## config.mk

```make
export PLATFORM = sky130hd
export DESIGN_NAME = seg_frame_decoder_flat
export DESIGN_NICKNAME = d
export VERILOG_FILES = /design/src/rtl/seg_pkg.sv /design/src/rtl/seg_frame_decoder_if.sv /design/src/rtl/seg_pattern_lut.sv /design/src/rtl/seg_frame_decoder.sv /design/src/flat_wrapper.sv
export SDC_FILE = /design/constraint.sdc
export NUM_CORES = 1
export LEC_CHECK = 0
export ABC_AREA = 1
export CAP_MARGIN = 20
export CORE_MARGIN = 2
export CORE_UTILIZATION = 46
export CTS_CLUSTER_DIAMETER = 30
export CTS_CLUSTER_SIZE = 16
export DETAILED_ROUTE_END_ITERATION = 10
export HOLD_SLACK_MARGIN = 0.02
export PLACE_DENSITY = 0.75
export SETUP_SLACK_MARGIN = 0.15
export SLEW_MARGIN = 20
export SYNTH_ARGS = -nofsm -noshare
export SYNTH_HDL_FRONTEND = slang
export SYNTH_SLANG_ARGS = --single-unit
```

## constraint.sdc

```tcl
create_clock -name clk -period 1.37 [get_ports clk]
set_input_delay 0.274 -clock clk [delete_from_list [all_inputs] [get_ports clk]]
set_output_delay 0.274 -clock clk [all_outputs]
set_load 0.02 [all_outputs]
```

## src/rtl/seg_pkg.sv

```systemverilog
// ---------------------------------------------------------------------------
// seg_pkg: shared 7-segment pattern constants, digit codes and FSM states
// Rev 1.0
// ---------------------------------------------------------------------------
`default_nettype none

package seg_pkg;

  // Active-low patterns, bit order {g,f,e,d,c,b,a}; shared with the encoder
  localparam logic [6:0] SEG_0     = 7'b1000000;
  localparam logic [6:0] SEG_1     = 7'b1111001;
  localparam logic [6:0] SEG_2     = 7'b0100100;
  localparam logic [6:0] SEG_3     = 7'b0110000;
  localparam logic [6:0] SEG_4     = 7'b0011001;
  localparam logic [6:0] SEG_5     = 7'b0010010;
  localparam logic [6:0] SEG_6     = 7'b0000010;
  localparam logic [6:0] SEG_7     = 7'b1111000;
  localparam logic [6:0] SEG_8     = 7'b0000000;
  localparam logic [6:0] SEG_9     = 7'b0011000;
  localparam logic [6:0] SEG_BLANK = 7'b1111111;

  localparam logic [3:0] DIGIT_BLANK = 4'hA;
  localparam logic [3:0] DIGIT_ERR   = 4'hF;

  typedef enum logic [0:0] {
    COLLECT = 1'b0,
    HOLD    = 1'b1
  } state_t;

endpackage

`default_nettype wire

```

## src/rtl/seg_frame_decoder_if.sv

```systemverilog
// ---------------------------------------------------------------------------
// seg_frame_decoder_if: segment beat input and frame output handshake bundle
// Rev 1.0
// ---------------------------------------------------------------------------
`default_nettype none

interface seg_frame_decoder_if #(
  parameter int NUM_DIGITS = 4,
  parameter int ERR_CNT_W  = 8
);

  logic [6:0]              seg_in;
  logic                    seg_valid;
  logic                    seg_ready;
  logic [4*NUM_DIGITS-1:0] digits_out;
  logic                    frame_valid;
  logic                    frame_ack;
  logic                    pattern_error;
  logic [ERR_CNT_W-1:0]    err_count;

  modport master (
    output seg_in, seg_valid, frame_ack,
    input  seg_ready, digits_out, frame_valid, pattern_error, err_count
  );

  modport slave (
    input  seg_in, seg_valid, frame_ack,
    output seg_ready, digits_out, frame_valid, pattern_error, err_count
  );

endinterface

`default_nettype wire

```

## src/rtl/seg_pattern_lut.sv

```systemverilog
// ---------------------------------------------------------------------------
// seg_pattern_lut: active-low 7-segment pattern to 4-bit digit code
// Rev 1.0
// ---------------------------------------------------------------------------
`default_nettype none

module seg_pattern_lut
  import seg_pkg::*;
(
  input  logic [6:0] pattern,
  output logic [3:0] digit,
  output logic       valid
);

  always_comb begin
    digit = DIGIT_ERR;
    valid = 1'b1;
    case (pattern)
      SEG_0:     digit = 4'd0;
      SEG_1:     digit = 4'd1;
      SEG_2:     digit = 4'd2;
      SEG_3:     digit = 4'd3;
      SEG_4:     digit = 4'd4;
      SEG_5:     digit = 4'd5;
      SEG_6:     digit = 4'd6;
      SEG_7:     digit = 4'd7;
      SEG_8:     digit = 4'd8;
      SEG_9:     digit = 4'd9;
      SEG_BLANK: digit = DIGIT_BLANK;
      default: begin
        digit = DIGIT_ERR;
        valid = 1'b0;
      end
    endcase
  end

endmodule

`default_nettype wire

```

## src/rtl/seg_frame_decoder.sv

```systemverilog
// ---------------------------------------------------------------------------
// seg_frame_decoder: collects NUM_DIGITS decoded segment beats into a frame
// Rev 1.0
// ---------------------------------------------------------------------------
`default_nettype none

module seg_frame_decoder
  import seg_pkg::*;
#(
  parameter int NUM_DIGITS = 4,
  parameter int ERR_CNT_W  = 8
) (
  input  logic                clk,
  input  logic                reset,
  input  logic                clear,
  seg_frame_decoder_if.slave  bus
);

  localparam int DW    = 4 * NUM_DIGITS;
  localparam int CNT_W = (NUM_DIGITS > 1) ? $clog2(NUM_DIGITS) : 1;
  localparam logic [CNT_W-1:0] LAST = CNT_W'(NUM_DIGITS - 1);

  state_t               state;
  state_t               state_nxt;
  logic [CNT_W-1:0]     count;
  logic [DW-1:0]        shift_reg;
  logic [DW-1:0]        shift_nxt;
  logic [DW-1:0]        digits;
  logic                 frame_valid;
  logic                 pattern_error;
  logic [ERR_CNT_W-1:0] err_count;
  logic                 seg_ready;
  logic                 accept;
  logic                 last_beat;
  logic [3:0]           dec_digit;
  logic                 dec_valid;

  seg_pattern_lut u_lut (
    .pattern (bus.seg_in),
    .digit   (dec_digit),
    .valid   (dec_valid)
  );

  always_comb begin
    state_nxt = state;
    seg_ready = 1'b0;
    accept    = 1'b0;
    last_beat = 1'b0;
    case (state)
      COLLECT: begin
        seg_ready = 1'b1;
        accept    = bus.seg_valid & ~clear;
        last_beat = accept & (count == LAST);
        if (last_beat) state_nxt = HOLD;
      end
      HOLD: begin
        if (bus.frame_ack) state_nxt = COLLECT;
      end
      default: state_nxt = COLLECT;
    endcase
  end

  always_ff @(posedge clk or negedge reset) begin
    if (!reset)     state <= COLLECT;
    else if (clear) state <= COLLECT;
    else            state <= state_nxt;
  end

  // Newest digit enters the LS nibble, so digit 0 ends up in the MS nibble
  assign shift_nxt = (shift_reg << 4) | DW'(dec_digit);

  always_ff @(posedge clk or negedge reset) begin
    if (!reset) begin
      count         <= '0;
      shift_reg     <= '0;
      digits        <= '0;
      frame_valid   <= 1'b0;
      pattern_error <= 1'b0;
      err_count     <= '0;
    end else if (clear) begin
      count         <= '0;
      shift_reg     <= '0;
      digits        <= '0;
      frame_valid   <= 1'b0;
      pattern_error <= 1'b0;
      err_count     <= '0;
    end else if (accept) begin
      if (last_beat) begin
        digits      <= shift_nxt;
        frame_valid <= 1'b1;
        count       <= '0;
        shift_reg   <= '0;
      end else begin
        shift_reg   <= shift_nxt;
        count       <= count + 1'b1;
      end
      // First beat of a frame restarts the sticky error flag
      if (count == '0) pattern_error <= ~dec_valid;
      else             pattern_error <= pattern_error | ~dec_valid;
      if (!dec_valid && !(&err_count)) err_count <= err_count + 1'b1;
    end else if (state == HOLD && bus.frame_ack) begin
      frame_valid <= 1'b0;
    end
  end

  assign bus.seg_ready     = seg_ready;
  assign bus.digits_out    = digits;
  assign bus.frame_valid   = frame_valid;
  assign bus.pattern_error = pattern_error;
  assign bus.err_count     = err_count;

endmodule

`default_nettype wire

```

## src/flat_wrapper.sv

```systemverilog
// flat-port wrapper written by rule: the top's interface ports become plain ports
module seg_frame_decoder_flat import seg_pkg::*;
#(
  parameter int NUM_DIGITS = 4,
  parameter int ERR_CNT_W  = 8
)
  (clk, reset, clear, bus_seg_in, bus_seg_valid, bus_frame_ack, bus_seg_ready, bus_digits_out, bus_frame_valid, bus_pattern_error, bus_err_count);
  seg_frame_decoder_if #(.NUM_DIGITS(NUM_DIGITS), .ERR_CNT_W(ERR_CNT_W)) bus_i ();
  input  logic clk;
  input  logic reset;
  input  logic clear;
  input wire logic [$bits(bus_i.seg_in)-1:0] bus_seg_in;
  input wire logic [$bits(bus_i.seg_valid)-1:0] bus_seg_valid;
  input wire logic [$bits(bus_i.frame_ack)-1:0] bus_frame_ack;
  output wire logic [$bits(bus_i.seg_ready)-1:0] bus_seg_ready;
  output wire logic [$bits(bus_i.digits_out)-1:0] bus_digits_out;
  output wire logic [$bits(bus_i.frame_valid)-1:0] bus_frame_valid;
  output wire logic [$bits(bus_i.pattern_error)-1:0] bus_pattern_error;
  output wire logic [$bits(bus_i.err_count)-1:0] bus_err_count;
  assign bus_i.seg_in = bus_seg_in;
  assign bus_i.seg_valid = bus_seg_valid;
  assign bus_i.frame_ack = bus_frame_ack;
  assign bus_seg_ready = bus_i.seg_ready;
  assign bus_digits_out = bus_i.digits_out;
  assign bus_frame_valid = bus_i.frame_valid;
  assign bus_pattern_error = bus_i.pattern_error;
  assign bus_err_count = bus_i.err_count;
  seg_frame_decoder #(.NUM_DIGITS(NUM_DIGITS), .ERR_CNT_W(ERR_CNT_W)) u_core (.clk(clk), .reset(reset), .clear(clear), .bus(bus_i));
endmodule
```

Word-level counts from Yosys, hierarchy flattened. Cells that the tools add are included.

Register bits after elaboration: 41. Bits of input ports: 12. Word-level logic and storage cells: 71.

$add $sub $neg: 2. Equality and inequality tests: 12. Muxes and demuxes: 28. Bitwise gates (word level): 7. Reductions and logical operators: 15.

Operator list (count): $mux W16 (3); $pmux W4 S11 (1); $mux W12 (3); $eq A7 B7 Y1 const B (4); $mux W8 (3); $eq A7 B5 Y1 const B (3); $or A16 B4 Y16 (1); $eq A7 B6 Y1 const B (2); $mux W1 (14); $reduce_or A11 Y1 (1); $add A8 B1 Y8 const B (1); $reduce_and A8 Y1 (1); $eq A7 B2 Y1 const B (1); $logic_not A7 Y1 (1); $mux W2 (3); $reduce_and A2 Y1 (3); $reduce_bool A2 Y1 (3); $ne A3 B3 Y1 const B (1); $not A1 Y1 (3); $reduce_bool A3 Y1 (1); $add A2 B1 Y2 const B (1); $and A1 B1 Y1 (2); $eq A2 B2 Y1 const B (1); $logic_and A1 B1 Y1 (2); 4 further kinds (5).

Longest topological paths before layout. Gate-level depths: netlist (run 1).

Word-level depth: 8. Gate-level depth with buffers: 11. Gate-level depth less buffers: 11.

By module. Synthesis (run 1) repeated with hierarchy kept, for this count alone.

Cell total of the unflattened synthesis: 262. Area, all modules: 2188.3 um^2.

Modules (own cells, without submodules): seg_frame_decoder (instances 1, cells each 199, area each 1904.3 um^2, seq. area each 1026.0 um^2); seg_pattern_lut (instances 1, cells each 63, area each 284.0 um^2, seq. area each 0.0 um^2).

Worst setup path before layout (run 1). OpenSTA, ideal clock, no wires.

Path type: reg-to-reg. Start: register u_core.err_count[0] (netlist: u_core.bus.err_count[0]). End: register u_core.err_count[6] (netlist: u_core.bus.err_count[6]). Data arrival time: 1347 ps. Data required time: 1252 ps. Setup slack: -95 ps. Stages on the path, launching flop included: 10. Path buffers: 0. Path through: dfrtp_1 -> ha_1 -> nand2_1 -> inv_1 -> nand4_1 -> nand4_1 -> nand2_2 -> nand2_4 -> nand2_1 -> nand2_1.

Word-level cells in the longest chain between the ends: 5.

RTL lines: start, declared (RTL line seg_frame_decoder.sv:31) `logic [ERR_CNT_W-1:0] err_count;`; start signal, assigned (RTL line seg_frame_decoder.sv:100) `if (!dec_valid && !(&err_count)) err_count <= err_count + 1'b1;`; parallel branches: the longest is 5 deep, another holds $add A8 B1 Y8.

Parallel ways; which one is timed is not known. The select of a mux whose other input is x is not followed. A chain may end at the register's enable or synchronous reset.

Worst setup path in the final report (run 1).
Start: register u_core.err_count[0] (netlist: u_core.bus.err_count[0]). End: register u_core.err_count[3] (netlist: u_core.bus.err_count[3]).

Same word-level chain as after synthesis.

==> results of run 1 <==
worst paths after layout:
check / from / to / slack [ns] / depth (start not counted)
hold / removal: reset / u_core.bus.digits_out[3] / 0.47 / 3
max in group asynchronous: reset / u_core.bus.err_count[1] / 0.68 / 3
min in group clk: u_core.bus.digits_out[5] / u_core.bus.digits_out[5] / 0.48 / 2
setup / recovery: u_core.bus.err_count[0] / u_core.bus.err_count[3] / -0.11 / 9
hold reg to reg: u_core.bus.digits_out[5] / u_core.bus.digits_out[5] / 0.48 / 2
setup reg to reg: u_core.bus.err_count[0] / u_core.bus.err_count[3] / -0.11 / 9
metrics by stage:
stage	cell area (µm²)	instances	setup TNS, ns
3_3_place_gp	2760	376	-13.77
6_report	3350	410	-0.826
5_1_grt	3350	410	-1.89
3_5_place_dp	2760	376	-14.42
2_1_floorplan	2140	263	0
4_1_cts	3170	396	-0.197
per-layer routing:
layer  part of all wire [%]  up-vias
met5                      0        -
met4                    2.1        0
met3                    4.2       13
met2                     52       71
met1                     42     1035
li1                       -     1031
critical path: stages, from the launching register on:
cell and delay (ns):
dfrtp_2 0.44, ha_4 0.17, nand2_2 0.05, inv_2 0.04, nand4_1 0.10, nand4_1 0.15, nand2_2 0.18, nand2_4 0.11
nand2_2 0.09, nand2_2 0.04
cells in the final DEF, fill, tap and decap left out, types with 8 or more instances in the layout:
master and count:
nand2_1 62, buf_4 44, dfrtp_1 39, nand2_2 32, buf_2 20, nor2_4 16, buf_6 15, o21ai_1 14
nor2_1 11, inv_1 10, nand3_2 9, inv_4 8
layout make-up:
type / instances / area, µm² / share of cell area [%]
clock inverter: 2 / 37.5 / 1.12
tap: 52 / 65.1 / 1.94
multi-input combinational: 194 / 1290 / 38.4
inverter: 24 / 110 / 3.29
timing repair buffer: 91 / 738 / 22.0
sequential: 41 / 1030 / 30.7
clock buffer: 6 / 82.6 / 2.47
power groups by stage:
stage | Clock (mW) | Sequential, mW | Combinational, mW
2_1_floorplan | 0 | 1.34 | 0.167
3_3_place_gp | 0 | 1.31 | 0.377
3_5_place_dp | 0 | 1.31 | 0.385
4_1_cts | 1.03 | 1.29 | 0.436
5_1_grt | 1.07 | 1.29 | 0.550
6_report | 1.02 | 1.29 | 0.512
cells by family (layout without fill, tap and decap cells):
kind of cell / Yosys count / count (layout) / share of synthesized area, %
buffers and inverters: 29 / 123 / 5.52
XOR/XNOR: 4 / 4 / 1.70
AND/OR/NAND/NOR: 153 / 154 / 32.6
adder cells (fa/ha/maj): 3 / 3 / 1.82
flip-flops: 41 / 41 / 49.7
AO/OA/AOI/OAI: 33 / 33 / 8.67
what timing repair did:
action / in CTS / in global routing
setup buffers: 10 / 14
cloned: 1 / 0
hold buffers: 1 / 0
endpoints found under the hold margin: 41 / 0
pin swaps: 41 / 34
endpoints found under the setup margin: 66 / 58
gates resized for setup: 169 / 93
==> metrics.txt, run 1 <==
outcome=complete, but fails checks; failing checks=setup timing; Startpoint Class=flop; power share of the clock group=36.2%; top-area cell type share of the netlist area=between 40% and 50%; Nets=372; TritonCTS Buffers=5; # IOs=39; post-layout util=around 77%; Max clock buf depth=2; core area=4320 µm²; Synth Register Bits=just over 40; n_diodes=0; Synth area leaders=dfrtp_1 (50%), nand2_1 (17%), o21ai_0 (4.6%); final setup vio count=9; gr busiest metal=met2; WP data arrival=1.67 ns; Power per Cell Area=844 nW/µm²; met2 capacity usage during global routing=38.5%; CP max FO=7; Starting Density=between 40% and 50%; number of enable flip-flop cells after synthesis=0; dominant cell type by area after synthesis=dfrtp_1; met1 global-route usage=approximately 28%; DR pass1 iterations=4; NetSw=~770 µW; HPWL after DPL=between 3000 and 4000 µm; power consumption=~2.8 mW; largest net degree at the start of global routing=42; clk_skew=a little over 0.005 ns; DIE AREA=about 5000 µm²; worst hold path type=input port to async pin; Skew-Pair Late Insertion Delay=about 0.29 ns; DR vias=around 2,200; post-synthesis average cell area=around 7.8 µm²; initial antenna violation count=0; routed vias/inst=around 5.2; Yosys cell types=25; Tmin final=1.48 ns; Max Cap Violations=0; most common flop cell mapped by yosys=dfrtp_1; cell count after synthesis=between 200 and 300; clock sink total=41; Yosys Warn Count=0; row count=24; RSZ-0062 raised after global routing=yes; met3 Use GR=3.85%; setup ws final=-0.111 ns; layout cells sized above 1=between 50% and 60%; most frequent cells after synthesis=nand2_1 (93), dfrtp_1 (41), nor2_1 (22), o21ai_0 (19), inv_1 (17); H-tree depth=2; vias in the first global route=2,034; Fillers=~300; number of remaining DRC errors=0; die height=between 70 and 80 µm; final hold vios=0; number of flip-flops in the largest register=16; PortBufs=38; FFs w/ async S/R, synth=100%; clock input transition at the sequential cells of the worst setup and hold paths=about 0.08 ns; first-pass GRT wire length=8940 µm; crit end category=flop; Rel. slew slack=between 80% and 90%; Root Buffer=clkbuf_8; Worst-Margin Slew=0.296 ns; Routed WL=6380 µm; WP data required=approximately 1.6 ns; Synth Cell Area=2060 µm²; maximum vdd drop=about 0.54 mV; kind of critical path=flop to flop; die width=slightly above 70 µm; leading cell type by number of instances after synthesis=nand2_1; DRT antenna net count=0; Area growth syn-to-layout=62.3%; RD Place Congestion=between 0.8 and 0.9; Fmax=approximately 0.68 GHz; pre-CTS setup slack=-0.618 ns; Final period util=108%; Int Pwr=between 2 and 2.5 mW; max-slew violations=0; wire per inst=15.6 µm; GRT Total Usage=a little over a fifth; sequential share of the synthesized area=approximately half; remaining global-route overflow=0; share of power burned in registers=between 40 and 50%; Synth Net Count=between 200 and 300; switching part of the total power=a little over a quarter; Gate power share=between 10% and 20%; Hold Slack=roughly 0.47 ns; CTS tree=yes; Initial DRC Count=149; Leakage=1.61 nW
Note: power is estimated with default switching activity, not from simulation.
==> inputs of run 2 (changes only) <==
--- a/config.mk
+++ b/config.mk
@@ -7,7 +7,7 @@
 export LEC_CHECK = 0
 export ABC_AREA = 1
 export CAP_MARGIN = 20
-export CORE_MARGIN = 2
+export CORE_MARGIN = 1
 export CORE_UTILIZATION = 46
 export CTS_CLUSTER_DIAMETER = 30
 export CTS_CLUSTER_SIZE = 16
==> metrics.txt, run 2 (synthesized netlist as in run 1, its figures left out) <==
outcome=complete, but fails checks; failing checks=setup timing; maximum vdd drop=about 0.8 mV; routed vias/inst=between 5 and 6; layout cells sized above 1=53.0%; met2 WL=around 3300 µm; Gate power share=~18%; critical path's slowest cell=dfrtp_2; Placed Area=between 2000 and 3000 µm²; Max Used Layer=met4; Fmax=just under 0.7 GHz; Power per Cell Area=851 nW/µm²; Root Buffer=clkbuf_8; HPWL after DPL=between 3000 and 4000 µm; clk_skew=0.00858 ns; Routed WL=approximately 6000 µm; Initial DRC Count=between 100 and 150; RSZ-0062 raised after global routing=yes; R2R Setup Slk=-0.09 ns; WP data required=between 1.5 and 2 ns; Fillers=269; wire per inst=15.2 µm; final setup vio count=7; kind of critical path=flop to flop; row count=23; die width=69.0 µm; Starting Density=49.8%; RD Place Congestion=about 0.85; PortBufs=38; CP max FO=7; die height=69.0 µm; number of flip-flops in the largest register=16; remaining global-route overflow=0; n_diodes=0; Crit path largest cell delay=around 0.44 ns; commonest non-fill, non-tap cell in the layout=nand2_1; # IOs=39; Leakage=around 1.6 nW; Tmin final=1.46 ns; vias in the first global route=a little under 2,000; Skew-Pair Late Insertion Delay=0.30 ns; DR pass1 iterations=5; Int Pwr=1.99 mW; Max Cap Violations=0; setup ws final=-0.0865 ns; initial antenna violation count=0; met3 WL=around 280 µm; worst hold path type=input port to async pin; NetSw=between 700 and 800 µW; CTS tree=yes; WP data arrival=1.65 ns; Rel. slew slack=80.5%; fin area=around 3200 µm²; pre-CTS setup slack=-0.573 ns; M1 WL=2350 µm; first-pass GRT wire length=a little under 9000 µm; clock sink total=roughly 40; H-tree depth=2; final hold vios=0; Startpoint Class=flop; core area=between 4000 and 5000 µm²; clock input transition at the sequential cells of the worst setup and hold paths=0.08 ns; DR vias=roughly 2,200; GRT Total Usage=about 26%; DIE AREA=between 4000 and 5000 µm²; Max clock buf depth=2; power share of the clock group=about a third; number of remaining DRC errors=0; crit end category=flop; max-slew violations=0; Final period util=106%; commonest cells after routing, fill and taps aside=nand2_1 (66), dfrtp_1 (38), buf_4 (32), buf_2 (26), nand2_2 (22); Nets=~360; Area growth syn-to-layout=57.2%; critical path cell sequence=ha_4 > nand2_2 > inv_2 > nand4_1 > nand4_1 > nand2_2 > nand2_4 > nand2_1 > nand2_1; Worst-Margin Slew=between 0.2 and 0.3 ns; share of power burned in registers=about 47%; switching part of the total power=between 20 and 30%; TritonCTS Buffers=5; DRT antenna net count=0; largest net degree at the start of global routing=42
## run 2: layer usage
layer,up-vias,GRT usage (%)
li1,1030,-
met1,1038,30.5
met2,76,45.0
met3,19,5.43
met4,0,10.5
met5,-,0
## run 2: final timing paths
check	startpoint	end	cells past startpoint
min	reset	u_core.bus.digits_out[0]	3
min reg2reg	u_core.bus.digits_out[4]	u_core.bus.digits_out[4]	2
min in group clk	u_core.bus.digits_out[4]	u_core.bus.digits_out[4]	2
max	u_core.bus.err_count[0]	u_core.bus.err_count[1]	9
max reg2reg	u_core.bus.err_count[0]	u_core.bus.err_count[1]	9
max in group asynchronous	reset	u_core.bus.err_count[0]	3
## run 2: metrics by stage
step	hold slack (ns)	total power, mW	utilization, %	TNS (ns)	std cells
finish	0.473	2.76	78.3	-0.539	399
global route	0.510	2.85	78.3	-1.20	399
CTS	0.483	2.71	75.1	-0.0966	391
detailed placement	0.265	1.70	66.5	-14.85	374
global placement	0.263	1.69	66.5	-14.04	374
floorplan	-0.0216	1.51	-	0	263
## run 2: cell type report
cell class	count	area (µm²)	area share [%]
clock buffer	5	68.8	2.12
sequential	41	1030	31.8
clock inverter	2	35.0	1.08
inverter	24	100	3.09
tap	50	62.6	1.93
multi-input combinational	195	1310	40.4
timing repair buffer	82	636	19.6
## run 2: worst max-delay path: cells and delay by family (launching register included)
family / cells / cell delay [ns]
AND/OR/NAND/NOR: 7 / 0.70
buffers and inverters: 1 / 0.04
adder cells (fa/ha/maj): 1 / 0.17
flip-flops: 1 / 0.44
## run 2: what timing repair did
action,4_1_cts,5_1_grt
resized for setup,174,78
pin swaps,36,35
buffers inserted,6,8
cloned,3,0
hold buffers,1,0
setup endpoints to repair,67,54
hold endpoints to repair,41,0
## run 2: power groups by stage
stage | clock network (mW) | logic [mW] | registers, mW
CTS | 0.966 | 0.451 | 1.29
detailed placement | 0 | 0.391 | 1.31
floorplan | 0 | 0.167 | 1.34
finish | 0.963 | 0.501 | 1.29
global placement | 0 | 0.384 | 1.31
global route | 1.01 | 0.547 | 1.30
